$ cat config.mk
export PLATFORM = sky130hd
export DESIGN_NAME = pc_sequencer
export DESIGN_NICKNAME = d
export VERILOG_FILES = /design/src/rtl/pc_sequencer_pkg.sv /design/src/rtl/pc_sequencer_fetch_out_reg.sv /design/src/rtl/pc_sequencer.sv
export SDC_FILE = /design/constraint.sdc
export NUM_CORES = 1
export LEC_CHECK = 0
export CAP_MARGIN = 20
export CORE_MARGIN = 2
export CORE_UTILIZATION = 47
export CTS_CLUSTER_SIZE = 28
export DETAILED_ROUTE_END_ITERATION = 16
export PLACE_DENSITY = 0.85
export RECOVER_POWER = 25
export SLEW_MARGIN = 10
export SYNTH_ARGS = -nofsm -noshare
export SYNTH_HDL_FRONTEND = slang
export SYNTH_SLANG_ARGS = --single-unit
$ cat constraint.sdc
create_clock -name clk -period 3.1 [get_ports clk]
set_clock_uncertainty 0.2 [all_clocks]
set_input_delay 0.62 -clock clk [delete_from_list [all_inputs] [get_ports clk]]
set_output_delay 0.62 -clock clk [all_outputs]
set_load 0.01 [all_outputs]
$ cat src/rtl/pc_sequencer_pkg.sv
// rtl/pc_sequencer_pkg.sv - shared fetch-sequencer types and constants
package pc_sequencer_pkg;

    typedef enum logic [1:0] {
        ST_IDLE = 2'd0,
        ST_REQ  = 2'd1,
        ST_WAIT = 2'd2,
        ST_OUT  = 2'd3
    } pc_state_t;

    localparam logic [31:0] PC_RESET_VECTOR_DEFAULT = 32'h0000_0000;
    localparam logic [31:0] PC_TRAP_VECTOR_DEFAULT  = 32'h0000_0100;
    localparam logic [31:0] PC_INCR                 = 32'd4;

endpackage

$ cat src/rtl/pc_sequencer_fetch_out_reg.sv
// rtl/pc_sequencer_fetch_out_reg.sv - fetched-instruction holding register toward decode
module fetch_out_reg (
    input  logic        clk,
    input  logic        rst,
    input  logic        load_i,
    input  logic [31:0] pc_i,
    input  logic [31:0] instr_i,
    input  logic        clear_i,
    output logic        valid_o,
    output logic [31:0] pc_o,
    output logic [31:0] instr_o
);

    logic        valid_q;
    logic [31:0] pc_q;
    logic [31:0] instr_q;

    // Capture a fresh instruction, hold it until consumed or dropped by a redirect.
    always_ff @(posedge clk) begin
        if (rst) begin
            valid_q <= 1'b0;
            pc_q    <= 32'd0;
            instr_q <= 32'd0;
        end else if (load_i) begin
            valid_q <= 1'b1;
            pc_q    <= pc_i;
            instr_q <= instr_i;
        end else if (clear_i) begin
            valid_q <= 1'b0;
        end
    end

    assign valid_o = valid_q;
    assign pc_o    = pc_q;
    assign instr_o = instr_q;

endmodule

$ cat src/rtl/pc_sequencer.sv
// rtl/pc_sequencer.sv - single-outstanding instruction fetch sequencer (optional PC_SEQ_MISALIGN_TRAP_EN)
module pc_sequencer
    import pc_sequencer_pkg::*;
#(
    parameter logic [31:0] RESET_VECTOR = PC_RESET_VECTOR_DEFAULT,
    parameter logic [31:0] TRAP_VECTOR  = PC_TRAP_VECTOR_DEFAULT
) (
    input  logic        clk,
    input  logic        rst,
    output logic        imem_req_valid,
    input  logic        imem_req_ready,
    output logic [31:0] imem_req_addr,
    input  logic        imem_resp_valid,
    input  logic [31:0] imem_resp_data,
    input  logic        redirect_valid,
    input  logic [31:0] redirect_target,
    output logic        if_valid,
    input  logic        if_ready,
    output logic [31:0] if_pc,
    output logic [31:0] if_instr,
    output logic        trap_valid
);

    pc_state_t   state_q;
    logic [31:0] pc_q;
    logic [31:0] pc_d;
    logic        stale_q;
    logic        redir_trap;
    logic [31:0] redir_pc;

    // Redirects are only honoured once the sequencer has left IDLE.
    logic take_redirect;
    logic out_fire;
    logic load_out;
    logic clear_out;

    assign take_redirect = redirect_valid && (state_q != ST_IDLE);
    assign out_fire      = (state_q == ST_OUT) && if_ready;
    assign load_out      = (state_q == ST_WAIT) && imem_resp_valid && !stale_q && !take_redirect;
    assign clear_out     = (state_q == ST_OUT) && (if_ready || take_redirect);

    // Redirect destination and next pc; a redirect outranks the sequential increment.
    always_comb begin
`ifdef PC_SEQ_MISALIGN_TRAP_EN
        redir_trap = (redirect_target[1:0] != 2'b00);
        redir_pc   = redir_trap ? TRAP_VECTOR : redirect_target;
`else
        redir_trap = 1'b0;
        redir_pc   = {redirect_target[31:2], 2'b00};
`endif
        pc_d = pc_q;
        if (take_redirect) begin
            pc_d = redir_pc;
        end else if (out_fire) begin
            pc_d = pc_q + PC_INCR;
        end
    end

`ifndef PC_SEQ_MISALIGN_TRAP_EN
    logic unused_cfg_bits;
    assign unused_cfg_bits = ^{redirect_target[1:0], TRAP_VECTOR, redir_trap};
`endif

`ifdef PC_SEQ_MISALIGN_TRAP_EN
    logic trap_q;
`endif

    // Fetch FSM: state, pc, stale-response flag and trap pulse.
    always_ff @(posedge clk) begin
        if (rst) begin
            state_q <= ST_IDLE;
            pc_q    <= RESET_VECTOR;
            stale_q <= 1'b0;
`ifdef PC_SEQ_MISALIGN_TRAP_EN
            trap_q  <= 1'b0;
`endif
        end else begin
            pc_q <= pc_d;
`ifdef PC_SEQ_MISALIGN_TRAP_EN
            trap_q <= take_redirect && redir_trap;
`endif
            case (state_q)
                ST_IDLE: state_q <= ST_REQ;
                ST_REQ: begin
                    // Accepted together with a redirect: the response belongs to the old path.
                    if (imem_req_ready) begin
                        state_q <= ST_WAIT;
                        stale_q <= take_redirect;
                    end
                end
                ST_WAIT: begin
                    if (imem_resp_valid) begin
                        stale_q <= 1'b0;
                        state_q <= (stale_q || take_redirect) ? ST_REQ : ST_OUT;
                    end else if (take_redirect) begin
                        stale_q <= 1'b1;
                    end
                end
                ST_OUT: begin
                    if (if_ready || take_redirect) begin
                        state_q <= ST_REQ;
                    end
                end
                default: state_q <= ST_IDLE;
            endcase
        end
    end

    assign imem_req_valid = (state_q == ST_REQ);
    assign imem_req_addr  = pc_q;

`ifdef PC_SEQ_MISALIGN_TRAP_EN
    assign trap_valid = trap_q;
`else
    assign trap_valid = 1'b0;
`endif

    fetch_out_reg u_fetch_out_reg (
        .clk     (clk),
        .rst     (rst),
        .load_i  (load_out),
        .pc_i    (pc_q),
        .instr_i (imem_resp_data),
        .clear_i (clear_out),
        .valid_o (if_valid),
        .pc_o    (if_pc),
        .instr_o (if_instr)
    );

endmodule

==> results of run 1 <==
[area by class of cell]
type / count / area, sq um / area share
Timing Repair Buffer: 168 / 1667 / 0.2713
Sequential cell: 96 / 1922 / 0.3129
Clock inverter: 6 / 57.56 / 0.009371
Inverter: 5 / 18.77 / 0.003056
Clock buffer: 10 / 137.6 / 0.02241
Multi-Input combinational cell: 412 / 2201 / 0.3583
Tap cell: 111 / 138.9 / 0.02261
[power by group]
group          switching, mW  internal [mW]  leakage (nW)  total, mW
Sequential             0.104           1.30         0.778       1.40
Combinational          0.234          0.268          1.24      0.502
Clock                  0.483          0.334         0.101      0.817
[critical path: stages]
cell	delay [ns]
clkdlybuf4s50_1	0.49
nor2b_1	0.18
clkbuf_1	0.68
nor3_4	0.07
clkbuf_4	0.42
nand2_1	0.21
a21oi_1	0.09
[worst paths after layout]
path / startpoint / to / slack [ns] / cells past startpoint
min: u_fetch_out_reg.pc_o[22] / u_fetch_out_reg.pc_o[22] / 0.26 / 2
max: redirect_valid / u_fetch_out_reg.instr_o[8] / 0.36 / 7
min reg2reg: u_fetch_out_reg.pc_o[22] / u_fetch_out_reg.pc_o[22] / 0.26 / 2
max reg2reg: state_q[0] / u_fetch_out_reg.instr_o[8] / 0.42 / 8
[cells in the mapped netlist (2+ instances only)]
library cell  number  share of area
nor3b_1            2         0.0034
buf_2              4         0.0046
dfxtp_1           96           0.44
nand4_1           10          0.014
or3_1              2         0.0029
nand2b_1           3         0.0043
buf_4              5         0.0086
and2_1             5         0.0071
buf_1              2         0.0017
o21ai_0            4         0.0046
nand3_1           10          0.011
ha_1               5          0.014
or4_1              5         0.0086
or3_2              2         0.0034
a311oi_1          11          0.022
nor4_1            17          0.024
xor2_1             4         0.0080
xnor2_1            8          0.016
nor2b_1            3         0.0043
inv_1              5         0.0043
o31ai_1            5         0.0086
and4_1            11          0.022
a21oi_1           65          0.074
nor2_1            42          0.036
and3_1             3         0.0043
clkbuf_1          32          0.027
nand3_2            3         0.0069
a211oi_1          16          0.027
nand2_1          150           0.13
clkbuf_4           2         0.0034
bufbuf_16          2          0.015
nor3_1             8         0.0091
[state kept, by name, indices dropped and copies added (netlist names)]
name / cells
u_fetch_out_reg.pc_o: 30
stale_q: 1
state_q: 2
u_fetch_out_reg.instr_o: 32
imem_req_addr: 30
u_fetch_out_reg.valid_o: 1
[kinds of logic after synthesis]
logic type	count (synthesis)	share of synthesized area
flops	96	0.4386
compound gates	108	0.1513
simple gates	281	0.3038
xor+xnor	12	0.02399
fa+ha+maj	5	0.01428
mux	1	0.002285
buf+inv	52	0.06482
other cells	1	0.0008558
[metrics by stage]
step,setup slack (ns),util
after global routing,0.2692,0.6711
final,0.3634,0.6711
after floorplan,0.8829,-
after CTS,0.5593,0.6733
after global placement,0.3291,0.6519
after detailed placement,0.3108,0.6519
[routing by layer]
layer,track usage,up-vias,part of all wire
met5,0,-,0
met4,0.09905,0,0.025
met3,0.04854,28,0.058
met2,0.4254,176,0.51
met1,0.2995,2105,0.40
li1,-,2183,-
==> impl_metrics.yaml, run 1 <==
outcome:
  status: "completed"
floorplanning:
  die-height_um: 100.6
  initial_utilization: 0.4787
  rows: 35
  die_area_sq_um: 10110
  ios: 169
  die_x_um: 100.6
  core_area_sq_um: 9153
layout:
  syn_to_final_growth_pct: 40.18
  final_cell_mix: "nand2_1 (150), clkdlybuf4s50_1 (127), dfxtp_1 (96)"
  nNetsFinal: 767
  final_cells: 808
  antenna_cells: 0
  fillers: 761
  final_cell_area_sq_um: 6142
  drive_gt1_frac: 0.04878
  final_common_cell: "nand2_1"
cts:
  root_buffer: "clkbuf_8"
  clkLatencyLatePin_ns: 0.37
  clk_pin_slew_worst_paths_ns: 0.11
  cts_buffers: 9
  cts_hold_buffers: 0
  cts_tree: "done"
  cts_resized: 0
  htree_num_levels: 3
  postCtsSetupBuffers: 0
  cts_sinks: 96
  clockBufferDepth: 2
sta:
  finalMaxSlewViolations: 0
  min_period_ns: 2.737
  hold_ws_ns: 0.2587
  slew_headroom: 0.3222
  hold_violations: 0
  worstMarginPinSlew_ns: 1.017
  rsz0062_at_grt: "false"
  clock.fmax_ghz: 0.3654
  setup_viol: 0
  fin_crit_sh: 0.8828
  setup_tns_ns: 0
global_routing:
  grt_use_total: 0.2458
  antenna_found_initial: 0
  overflow: 0
  grt_pass1_vias: 4217
  grt_pass1_wl_um: 20070
  grt_max_degree: 80
route:
  vias_per_cell: 5.559
  first_pass_iters: 5
  ant_nets: 0
  wl_per_cell_um: 15.73
  finalWirelength_um: 12710
  drt_iter0_drc: 230
  drc: 0
  vias: 4492
synthesis:
  ys_async_sr_fraction: 0
  yosysUniqueCellTypes: 46
  synthesis.area_sq_um: 4382
  synth_cells: 556
  syn_avg_cell_area_sq_um: 7.881
  ys_seq_elements: 96
  synth_edf_count: 0
  synth_top_flop_cell: "dfxtp_1"
  ys_warn_count: 0
  ys_seq_area_frac: 0.4386
setup_path:
  cp_max_fo: 48
  criticalPathCategory: "primary input to register"
  crit_path_end_kind: "register"
  worst_setup_path_start_kind: "primary input"
  crit_required_ns: 3.13
  crit_arrival_ns: 2.76
placement:
  gp_congestion: 0.9047
  dpl-instance-area_sq_um: 5967
  dp.cells: 792
  io_buffers: 161
  hpwl_um: 8982
power_and_ir_drop:
  total_power_mw: 2.721
  ir_worst_vdd_uv: 238.8
  cellPowerDensity_nw_per_um2: 443.0
  p_leak_nw: 2.121
run:
  maxCapViolations: 0
hold_path:
  hold_path_class: "register to register"
Note: power is estimated with default switching activity, not from simulation.
==> inputs of run 2 (changes only) <==
--- a/config.mk
+++ b/config.mk
@@ -6,4 +6,5 @@
 export NUM_CORES = 1
 export LEC_CHECK = 0
+export ABC_CLOCK_PERIOD_IN_PS = 3100
 export CAP_MARGIN = 20
 export CORE_MARGIN = 2
==> constraint.sdc (replaced) <==
create_clock -name clk -period 3.1 [get_ports clk]
set_clock_uncertainty 0.2 [all_clocks]
set_input_delay 0.465 -clock clk [delete_from_list [all_inputs] [get_ports clk]]
set_output_delay 0.465 -clock clk [all_outputs]
set_load 0.01 [all_outputs]
==> run 2 against run 1 <==
Effect of this change: largest power group unchanged; sequential cell count stayed put; fmax increased by 14%; highest routed layer unchanged; largest cell class unchanged; total power down 1.0%; count of clock-buffer cells in the layout fell by 1; critical path depth fell by 1; non-clock buffer count shrank 1; register-to-register slack better by 0.28 ns.
==> impl_metrics.yaml, run 2 (same netlist as run 1, synthesis figures left out) <==
outcome:
  status: "completed"
sta:
  clock.fmax_ghz: 0.4162
  worstMarginPinSlew_ns: 1.040
  setup_tns_ns: 0
  fin_crit_sh: 0.7751
  finalMaxSlewViolations: 0
  slew_headroom: 0.3064
  hold_ws_ns: 0.2547
  min_period_ns: 2.403
  setup_viol: 0
  hold_violations: 0
  rsz0062_at_grt: "false"
floorplanning:
  ios: 169
  core_area_sq_um: 9153
  rows: 35
  initial_utilization: 0.4787
  die_area_sq_um: 10110
  die-height_um: 100.6
  die_x_um: 100.6
cts:
  postCtsSetupBuffers: 0
  clockBufferDepth: 2
  htree_num_levels: 3
  root_buffer: "clkbuf_8"
  cts_sinks: 96
  clk_pin_slew_worst_paths_ns: 0.10
  cts_buffers: 9
  clkLatencyLatePin_ns: 0.35
  cts_resized: 0
  cts_tree: "done"
  cts_hold_buffers: 0
setup_path:
  cp_max_fo: 26
  crit_path_end_kind: "register"
  r2r-start: "state_q[1]"
  r2r_end: "imem_req_addr[3]"
  cp-startpoint: "state_q[1]"
  worst-r2r-setup-slack_ns: 0.70
  reg2reg_depth: 6
  crit_required_ns: 3.16
  worst_setup_path_start_kind: "register"
  crit_arrival_ns: 2.46
  criticalPathCategory: "register to register"
hold_path:
  hold_depth: 2
  hold_path_class: "register to register"
  min_from: "u_fetch_out_reg.pc_o[5]"
  hold_path_end: "u_fetch_out_reg.pc_o[5]"
global_routing:
  antenna_found_initial: 0
  grt_use_total: 0.2408
  top_usage_layer: "met2"
  grt_pass1_vias: 4150
  grt_pass1_wl_um: 19820
  overflow: 0
  met2_usage: 0.4089
  use_met3: 0.05132
  gr-usage-met1: 0.3022
  grt_max_degree: 99
layout:
  seq_area_sq_um: 1922
  nNetsFinal: 766
  multi_input_area_sq_um: 2201
  final_cell_area_sq_um: 6146
  drive_gt1_frac: 0.04885
  final_cells: 807
  antenna_cells: 0
  final_cell_mix: "nand2_1 (150), clkdlybuf4s50_1 (114), dfxtp_1 (96)"
  finish.utilization: 0.6715
  fillers: 771
  syn_to_final_growth_pct: 40.26
  final_common_cell: "nand2_1"
  largest_reg_flops: 32
run:
  maxCapViolations: 0
placement:
  hpwl_um: 8916
  dp.cells: 791
  io_buffers: 161
  gp_congestion: 0.8715
  dpl-instance-area_sq_um: 5959
route:
  vias_per_cell: 5.569
  drt_iter0_drc: 230
  wl_per_cell_um: 15.45
  finalWirelength_um: 12470
  ant_nets: 0
  drc: 0
  vias: 4494
  first_pass_iters: 4
power_and_ir_drop:
  ir_worst_vdd_uv: 268.7
  cellPowerDensity_nw_per_um2: 438.3
  p_leak_nw: 2.163
==> run 2: worst max-delay path by stage <==
| stage | end | slack (ns) | cells after the start |
|---|---|---|---|
| after global routing | imem_req_addr[10] | 0.48 | 6 |
| after global placement | imem_req_addr[28] | 0.44 | 5 |
| final | imem_req_addr[3] | 0.70 | 6 |
| after CTS | imem_req_addr[18] | 0.69 | 5 |
| after detailed placement | imem_req_addr[18] | 0.41 | 5 |
| after floorplan | imem_req_addr[26] | 1.01 | 7 |
==> run 2: area by class of cell <==
class,count,share of cell area
inverter,5,0.003054
sequential,96,0.3127
clock buffer,9,0.02015
timing repair buffer,167,0.2726
multi-input combinational,412,0.3581
clock inverter,7,0.01079
tap,111,0.02260
==> run 2: power by group <==
| part | switching (mW) | internal (mW) |
|---|---|---|
| sequential | 0.102 | 1.30 |
| combinational | 0.233 | 0.269 |
| clock | 0.482 | 0.310 |
==> run 2: through the flow <==
stage          total power, mW  setup slack (ns)
2_1_floorplan            1.656             1.006
3_3_place_gp             1.911            0.4369
3_5_place_dp             1.929            0.4144
4_1_cts                  2.712            0.6946
5_1_grt                  2.817            0.4839
6_report                 2.694            0.6972
==> run 2: worst max-delay path: stages, from the launching register on <==
cell,delay (ns)
dfxtp_1,0.35
inv_1,0.08
ha_1,0.16
nand2b_2,0.32
clkbuf_1,0.82
nor2_1,0.09
a311oi_1,0.29
==> run 2: per-layer routing <==
metal  wire (um)  part of all wire
met1        5113              0.41
met4         301             0.024
met2        6290              0.50
met3         760             0.061
met5           0                 0
